[src/rtl/sha3_padder_if.sv]
// Stream bundle between the message source / SHA3 core and the padder.
// master: drives message words and the core's pacing indications.
// slave : the padder, which accepts words and presents rate blocks.
interface sha3_padder_if #(
  parameter int RATE_WORDS = 17,
  parameter int WORD_W     = 64
);
  logic [WORD_W-1:0]            in_data;
  logic [3:0]                   in_bytes;
  logic                         in_last;
  logic                         in_valid;
  logic                         in_ready;
  logic [RATE_WORDS*WORD_W-1:0] blk;
  logic                         blk_valid;
  logic                         blk_more;
  logic                         hash_next;
  logic                         hash_done;

  modport master (
    output in_data, in_bytes, in_last, in_valid, hash_next, hash_done,
    input  in_ready, blk, blk_valid, blk_more
  );

  modport slave (
    input  in_data, in_bytes, in_last, in_valid, hash_next, hash_done,
    output in_ready, blk, blk_valid, blk_more
  );
endinterface

[src/rtl/sha3_padder.sv]
// SHA3-256 message padder: packs 64-bit words into 1088-bit rate blocks,
// applies pad10*1 with the domain byte, and paces blocks to the core.
//
// state     | meaning
// ----------+-----------------------------------------------------------
// FILL      | accept message words into the lane at the word counter
// PAD       | OR domain byte after the last data byte, 0x80 into byte 135
// SEND      | blk_valid pulse; blk/blk_more presented to the core
// WAIT_NEXT | core absorbing a non-final block; wait for hash_next
// WAIT_DONE | core absorbing the final block; wait for hash_done
module sha3_padder #(
  parameter int         RATE_WORDS = 17,
  parameter int         WORD_W     = 64,
  parameter logic [7:0] DOMAIN     = 8'h06
) (
  input logic           clk,
  input logic           rst,
  sha3_padder_if.slave  bus
);
  localparam int BLK_W     = RATE_WORDS * WORD_W;
  localparam int WB        = WORD_W / 8;
  localparam int BLK_BYTES = BLK_W / 8;
  localparam int CW        = $clog2(RATE_WORDS);
  localparam int PW        = $clog2(BLK_BYTES);

  localparam logic [CW-1:0] LAST_LANE  = CW'(RATE_WORDS - 1);
  localparam logic [3:0]    FULL_BYTES = 4'(WB);

  localparam logic [2:0] S_FILL      = 3'd0;
  localparam logic [2:0] S_PAD       = 3'd1;
  localparam logic [2:0] S_SEND      = 3'd2;
  localparam logic [2:0] S_WAIT_NEXT = 3'd3;
  localparam logic [2:0] S_WAIT_DONE = 3'd4;

  logic [2:0]        state_q, state_d;
  logic [CW-1:0]     cnt_q, cnt_d;
  logic [BLK_W-1:0]  blk_q, blk_d;
  logic              blk_valid_q, blk_valid_d;
  logic              more_q, more_d;
  logic              extra_q, extra_d;
  logic [3:0]        last_bytes_q, last_bytes_d;

  logic [3:0]        nb;
  logic [6:0]        sh;
  logic [WORD_W-1:0] word_m;
  logic [PW-1:0]     pad_pos;

  // Clamp the byte count and zero every byte past it so stale data never leaks into blk.
  always_comb begin
    nb      = (bus.in_bytes > FULL_BYTES) ? FULL_BYTES : bus.in_bytes;
    sh      = {nb, 3'b000};
    word_m  = bus.in_data & ~({WORD_W{1'b1}} >> sh);
    pad_pos = PW'(cnt_q) * PW'(WB) + PW'(last_bytes_q);
  end

  // Next-state, lane packing and padding.
  always_comb begin
    state_d      = state_q;
    cnt_d        = cnt_q;
    blk_d        = blk_q;
    more_d       = more_q;
    extra_d      = extra_q;
    last_bytes_d = last_bytes_q;

    case (state_q)
      S_FILL: begin
        if (bus.in_valid) begin
          for (int i = 0; i < RATE_WORDS; i++) begin
            if (CW'(i) == cnt_q) blk_d[BLK_W-1-WORD_W*i -: WORD_W] = word_m;
          end
          if (bus.in_last) begin
            last_bytes_d = nb;
            if (cnt_q == LAST_LANE && nb == FULL_BYTES) begin
              // Full final block: padding has to travel in a block of its own.
              state_d = S_SEND;
              more_d  = 1'b1;
              extra_d = 1'b1;
              cnt_d   = '0;
            end else begin
              state_d = S_PAD;
            end
          end else if (cnt_q == LAST_LANE) begin
            state_d = S_SEND;
            more_d  = 1'b1;
            cnt_d   = '0;
          end else begin
            cnt_d = cnt_q + 1'b1;
          end
        end
      end
      S_PAD: begin
        // Lanes after the last word are still zero from the clear on FILL entry.
        for (int i = 0; i < BLK_BYTES; i++) begin
          if (PW'(i) == pad_pos) blk_d[BLK_W-1-8*i -: 8] = blk_d[BLK_W-1-8*i -: 8] | DOMAIN;
        end
        blk_d[7:0] = blk_d[7:0] | 8'h80;
        more_d     = 1'b0;
        state_d    = S_SEND;
      end
      S_SEND: begin
        state_d = more_q ? S_WAIT_NEXT : S_WAIT_DONE;
      end
      S_WAIT_NEXT: begin
        if (bus.hash_next) begin
          if (extra_q) begin
            blk_d                = '0;
            blk_d[BLK_W-1 -: 8]  = DOMAIN;
            blk_d[7:0]           = 8'h80;
            more_d               = 1'b0;
            extra_d              = 1'b0;
            state_d              = S_SEND;
          end else begin
            state_d = S_FILL;
            cnt_d   = '0;
            blk_d   = '0;
          end
        end
      end
      S_WAIT_DONE: begin
        if (bus.hash_done) begin
          state_d = S_FILL;
          cnt_d   = '0;
          blk_d   = '0;
        end
      end
      default: begin
        state_d = S_FILL;
        cnt_d   = '0;
        blk_d   = '0;
      end
    endcase

    blk_valid_d = (state_d == S_SEND);
  end

  // State registers with synchronous reset.
  always_ff @(posedge clk) begin
    if (rst) begin
      state_q      <= S_FILL;
      cnt_q        <= '0;
      blk_q        <= '0;
      blk_valid_q  <= 1'b0;
      more_q       <= 1'b0;
      extra_q      <= 1'b0;
      last_bytes_q <= '0;
    end else begin
      state_q      <= state_d;
      cnt_q        <= cnt_d;
      blk_q        <= blk_d;
      blk_valid_q  <= blk_valid_d;
      more_q       <= more_d;
      extra_q      <= extra_d;
      last_bytes_q <= last_bytes_d;
    end
  end

  assign bus.in_ready  = (state_q == S_FILL);
  assign bus.blk       = blk_q;
  assign bus.blk_valid = blk_valid_q;
  assign bus.blk_more  = more_q;
endmodule

[src/flat_wrapper.sv]
// flat-port wrapper written by rule: the top's interface ports become plain ports
module sha3_padder_flat 
#(
  parameter int         RATE_WORDS = 17,
  parameter int         WORD_W     = 64,
  parameter logic [7:0] DOMAIN     = 8'h06
)
  (clk, rst, bus_in_data, bus_in_bytes, bus_in_last, bus_in_valid, bus_hash_next, bus_hash_done, bus_in_ready, bus_blk, bus_blk_valid, bus_blk_more);
  sha3_padder_if #(.RATE_WORDS(RATE_WORDS), .WORD_W(WORD_W)) bus_i ();
  input logic clk;
  input logic rst;
  input wire logic [$bits(bus_i.in_data)-1:0] bus_in_data;
  input wire logic [$bits(bus_i.in_bytes)-1:0] bus_in_bytes;
  input wire logic [$bits(bus_i.in_last)-1:0] bus_in_last;
  input wire logic [$bits(bus_i.in_valid)-1:0] bus_in_valid;
  input wire logic [$bits(bus_i.hash_next)-1:0] bus_hash_next;
  input wire logic [$bits(bus_i.hash_done)-1:0] bus_hash_done;
  output wire logic [$bits(bus_i.in_ready)-1:0] bus_in_ready;
  output wire logic [$bits(bus_i.blk)-1:0] bus_blk;
  output wire logic [$bits(bus_i.blk_valid)-1:0] bus_blk_valid;
  output wire logic [$bits(bus_i.blk_more)-1:0] bus_blk_more;
  assign bus_i.in_data = bus_in_data;
  assign bus_i.in_bytes = bus_in_bytes;
  assign bus_i.in_last = bus_in_last;
  assign bus_i.in_valid = bus_in_valid;
  assign bus_i.hash_next = bus_hash_next;
  assign bus_i.hash_done = bus_hash_done;
  assign bus_in_ready = bus_i.in_ready;
  assign bus_blk = bus_i.blk;
  assign bus_blk_valid = bus_i.blk_valid;
  assign bus_blk_more = bus_i.blk_more;
  sha3_padder #(.RATE_WORDS(RATE_WORDS), .WORD_W(WORD_W), .DOMAIN(DOMAIN)) u_core (.clk(clk), .rst(rst), .bus(bus_i));
endmodule
[config.mk]
export PLATFORM = sky130hd
export DESIGN_NAME = sha3_padder_flat
export DESIGN_NICKNAME = d
export VERILOG_FILES = /design/src/rtl/sha3_padder_if.sv /design/src/rtl/sha3_padder.sv /design/src/flat_wrapper.sv
export SDC_FILE = /design/constraint.sdc
export NUM_CORES = 2
export LEC_CHECK = 0
export CORE_AREA = 2 2 456 458
export CTS_BUF_LIST = sky130_fd_sc_hd__clkbuf_8
export CTS_CLUSTER_DIAMETER = 200
export DETAILED_ROUTE_END_ITERATION = 6
export DIE_AREA = 0 0 458 460
export GPL_TIMING_DRIVEN = 0
export PLACE_DENSITY = 0.5
export SYNTH_ARGS = -nofsm -noshare
export SYNTH_HDL_FRONTEND = slang
export SYNTH_SLANG_ARGS = --single-unit
[constraint.sdc]
create_clock -name clk -period 4.5 [get_ports clk]
set_input_delay 1.35 -clock clk [delete_from_list [all_inputs] [get_ports clk]]
set_output_delay 1.35 -clock clk [all_outputs]
set_load 0.005 [all_outputs]
==> load_flow_metrics.sql <==
INSERT INTO impl_metrics (metric_group, metric, value, unit) VALUES
('global_route', 'grt.overflow.total', '0', ''),
('route', 'drt_first_pass_iters', '7', ''),
('floorplan', 'die_width', '458', 'um'),
('yosys', 'synth.yosys.seq_area_share', '52.3', '%'),
('yosys', 'postSynthCellCount', '5091', ''),
('yosys', 'synth_top_area_share', '52.3', '%'),
('yosys', 'synth-edff-count', '0', ''),
('critical_path', 'critical_path.endpoint_type', 'flop', ''),
('sta', 'totalNegativeSetupSlack', '-196', 'ps'),
('floorplan', 'ioPinCount', '1165', ''),
('critical_path', 'cp_slowest_stage_delay', '970', 'ps'),
('route', 'post-route-drc-count', '2', ''),
('route', 'drt-initial-drc-count', '3788', ''),
('yosys', 'multiplexer_fraction_of_the_synthesized_cell_area', '6.12', '%'),
('global_route', 'antenna_found_initial', '33', ''),
('route', 'drt-wirelength-per-cell', '29.8', 'um'),
('yosys', 'synth_warnings', '0', ''),
('yosys', 'synth-main-ff-cell', 'dfxtp_1', ''),
('cts', 'cts.reportedPaths.clkPinSlew', '60', 'ps'),
('sta', 'max-slew-margin-rel', '3.11', '%'),
('critical_path', 'setup.worst_path.class', 'input port to flop', ''),
('critical_path', 'crit_required', '5270', 'ps'),
('outcome', 'violations', 'DRC, setup timing', ''),
('final_layout', 'layout.filler_cells', '22200', ''),
('yosys', 'simple_gate_share_of_the_synthesized_area', '21.9', '%'),
('global_route', 'grt_max_degree', '18', ''),
('cts', 'max-clock-path-buffers', '3', ''),
('yosys', 'ys_ff_latch', '1103', ''),
('sta', 'crit_path_time_final', '4540', 'ps'),
('final_layout', 'design.final.nets', '6533', ''),
('outcome', 'status', 'finished with violations', ''),
('route', 'vias', '43100', ''),
('sta', 'setup_viol_count_final', '7', ''),
('cts', 'ctsRootBufferMaster', 'clkbuf_8', ''),
('cts', 'post_cts.resized_instances', '8', ''),
('cts', 'insertion_delay', '1000', 'ps'),
('cts', 'cts_made_buffers', '196', ''),
('hold_path', 'worst_min_delay_path_category', 'flop to flop', ''),
('critical_path', 'path_max_fanout', '10', ''),
('yosys', 'count_of_distinct_cell_types_in_the_synthesized_netlist', '71', ''),
('power_and_ir_drop', 'p_leak', '21.4', 'nW'),
('sta', 'fmax', '220', 'MHz'),
('yosys', 'synth_compound_area_share', '14.1', '%'),
('final_layout', 'commonest_cells_after_routing_fill_and_taps_aside', '1669 x nand2_1, 1162 x clkdlybuf4s50_1, 1103 x dfxtp_1', ''),
('final_layout', 'syn2layout_area_growth', '45.4', '%'),
('global_route', 'global_route_wire_length_before_repair', '365000', 'um'),
('critical_path', 'worstPathBufferInverterCount', '5', ''),
('place', 'place_inst', '8960', ''),
('global_route', 'grt_use_total', '25.3', '%'),
('yosys', 'synthTopCellsByArea', 'dfxtp_1 52%, nand2_1 15%, a21oi_1 10%', ''),
('power_and_ir_drop', 'p_total', '25.8', 'mW'),
('sta', 'min_period_over_period', '101', '%'),
('sta', 'worst_pin_slew', '1450', 'ps'),
('yosys', 'largest_family_of_logic_cells_by_synthesized_area', 'simple AND/OR/NAND/NOR gates', ''),
('sta', 'report.final.slew_viol_count', '0', ''),
('final_layout', 'final-instance-count-excl-fill', '9326', ''),
('floorplan', 'core', '206000', 'um^2'),
('yosys', 'yosys.area_share.xor_xnor', '0.124', '%'),
('critical_path', 'critPathArrivalTime', '5310', 'ps'),
('sta', 'hold_viol', '0', ''),
('yosys', 'mappedNetlistArea', '42200', 'um^2'),
('critical_path', 'critPathLaunchType', 'input port', ''),
('yosys', 'synth_largest_area_cell', 'dfxtp_1', ''),
('route', 'avgViaCountPerCell', '4.62', ''),
('floorplan', 'dieArea', '211000', 'um^2'),
('place', 'place.port_buffers', '1163', ''),
('critical_path', 'critical_path.cell_chain', 'clkbuf_1 -> clkbuf_1 -> clkbuf_1 -> clkbuf_1 -> clkdlybuf4s15_1 -> a21oi_1', ''),
('yosys', 'syn-mean-instance-area', '8.29', 'um^2'),
('sta', 'setup_slack', '-40.0', 'ps'),
('power_and_ir_drop', 'power_density', '421', 'nW/um^2'),
('cts', 'postCtsSetupBuffers', '0', '');
==> report_power, final <==
| part | internal, mW | switching, mW | total, mW | leakage [nW] |
|---|---|---|---|---|
| clock | 5.19 | 4.65 | 9.85 | 2.28 |
| combinational | 1.70 | 3.67 | 5.37 | 10.2 |
| sequential | 10.3 | 0.333 | 10.6 | 8.92 |
| total | 17.2 | 8.65 | 25.8 | 21.4 |
==> worst register-to-register path: cells and delay by family, from the launching register on <==
family,cells,cell delay (ps)
compound gates,1,430
buf+inv,4,1490
flops,1,380
mux,1,210
simple gates,3,1320
==> final timing paths <==
check	start	to	slack [ps]	cells after the start
worst max-delay path	rst	u_core.bus.blk[568]	-40	6
worst min-delay path	u_core.bus.blk[423]	u_core.bus.blk[423]	450	2
worst max register to register	u_core.state_q[2]	u_core.bus.blk[578]	460	9
worst min register to register	u_core.bus.blk[423]	u_core.bus.blk[423]	450	2
==> synthesized netlist by cell type, types with 29 or more instances <==
cell type	count
mux2i_1	258
and2_1	53
a21oi_1	857
dfxtp_1	1103
nand2b_1	269
o21ai_0	34
nor2_1	48
buf_4	32
clkbuf_1	247
buf_2	178
nor3_1	29
nand2_1	1669
==> layer usage <==
layer	up-vias	global-route usage (%)	wire [um]
li1	19500	-	-
met1	21000	29.8	109000
met2	2197	43.4	134000
met3	449	6.95	23500
met4	2	10.1	11700
met5	-	0	7
==> metrics by stage <==
stage          cell area (um^2)  setup WS (ps)  hold WS, ps
2_1_floorplan             42200           1570          453
4_1_cts                   61300           69.9          453
3_5_place_dp              57300          -1700          445
5_1_grt                   61300          -5.45          464
6_report                  61400          -40.0          453
3_3_place_gp              57300          -2080          442
==> layout make-up <==
class | instances | area [um^2] | area share [%]
antenna | 28 | 70.1 | 0.114
buffer | 463 | 2140 | 3.49
clock buffer | 245 | 3370 | 5.49
clock inverter | 95 | 643 | 1.05
inverter | 20 | 77.6 | 0.126
multi-input combinational | 3503 | 18000 | 29.2
sequential | 1103 | 22100 | 36.0
tap | 2704 | 3380 | 5.51
timing repair buffer | 1165 | 11700 | 19.0
==> state kept, by name, summed over array words and instances, names as in the netlist <==
name                  count
u_core.state_q            3
u_core.bus.blk         1088
u_core.bus.blk_more       1
u_core.cnt_q              5
u_core.last_bytes_q       4
u_core.extra_q            1
u_core.bus.blk_valid      1
==> cells by family after synthesis <==
| family | Yosys count |
|---|---|
| adder cells (fa/ha/maj) | 7 |
| buffers and inverters | 485 |
| XOR/XNOR | 6 |
| flip-flops | 1103 |
| AO/OA/AOI/OAI | 1070 |
| AND/OR/NAND/NOR | 2162 |
| multiplexers | 258 |
No activity file was read; power rests on OpenSTA's default activity.
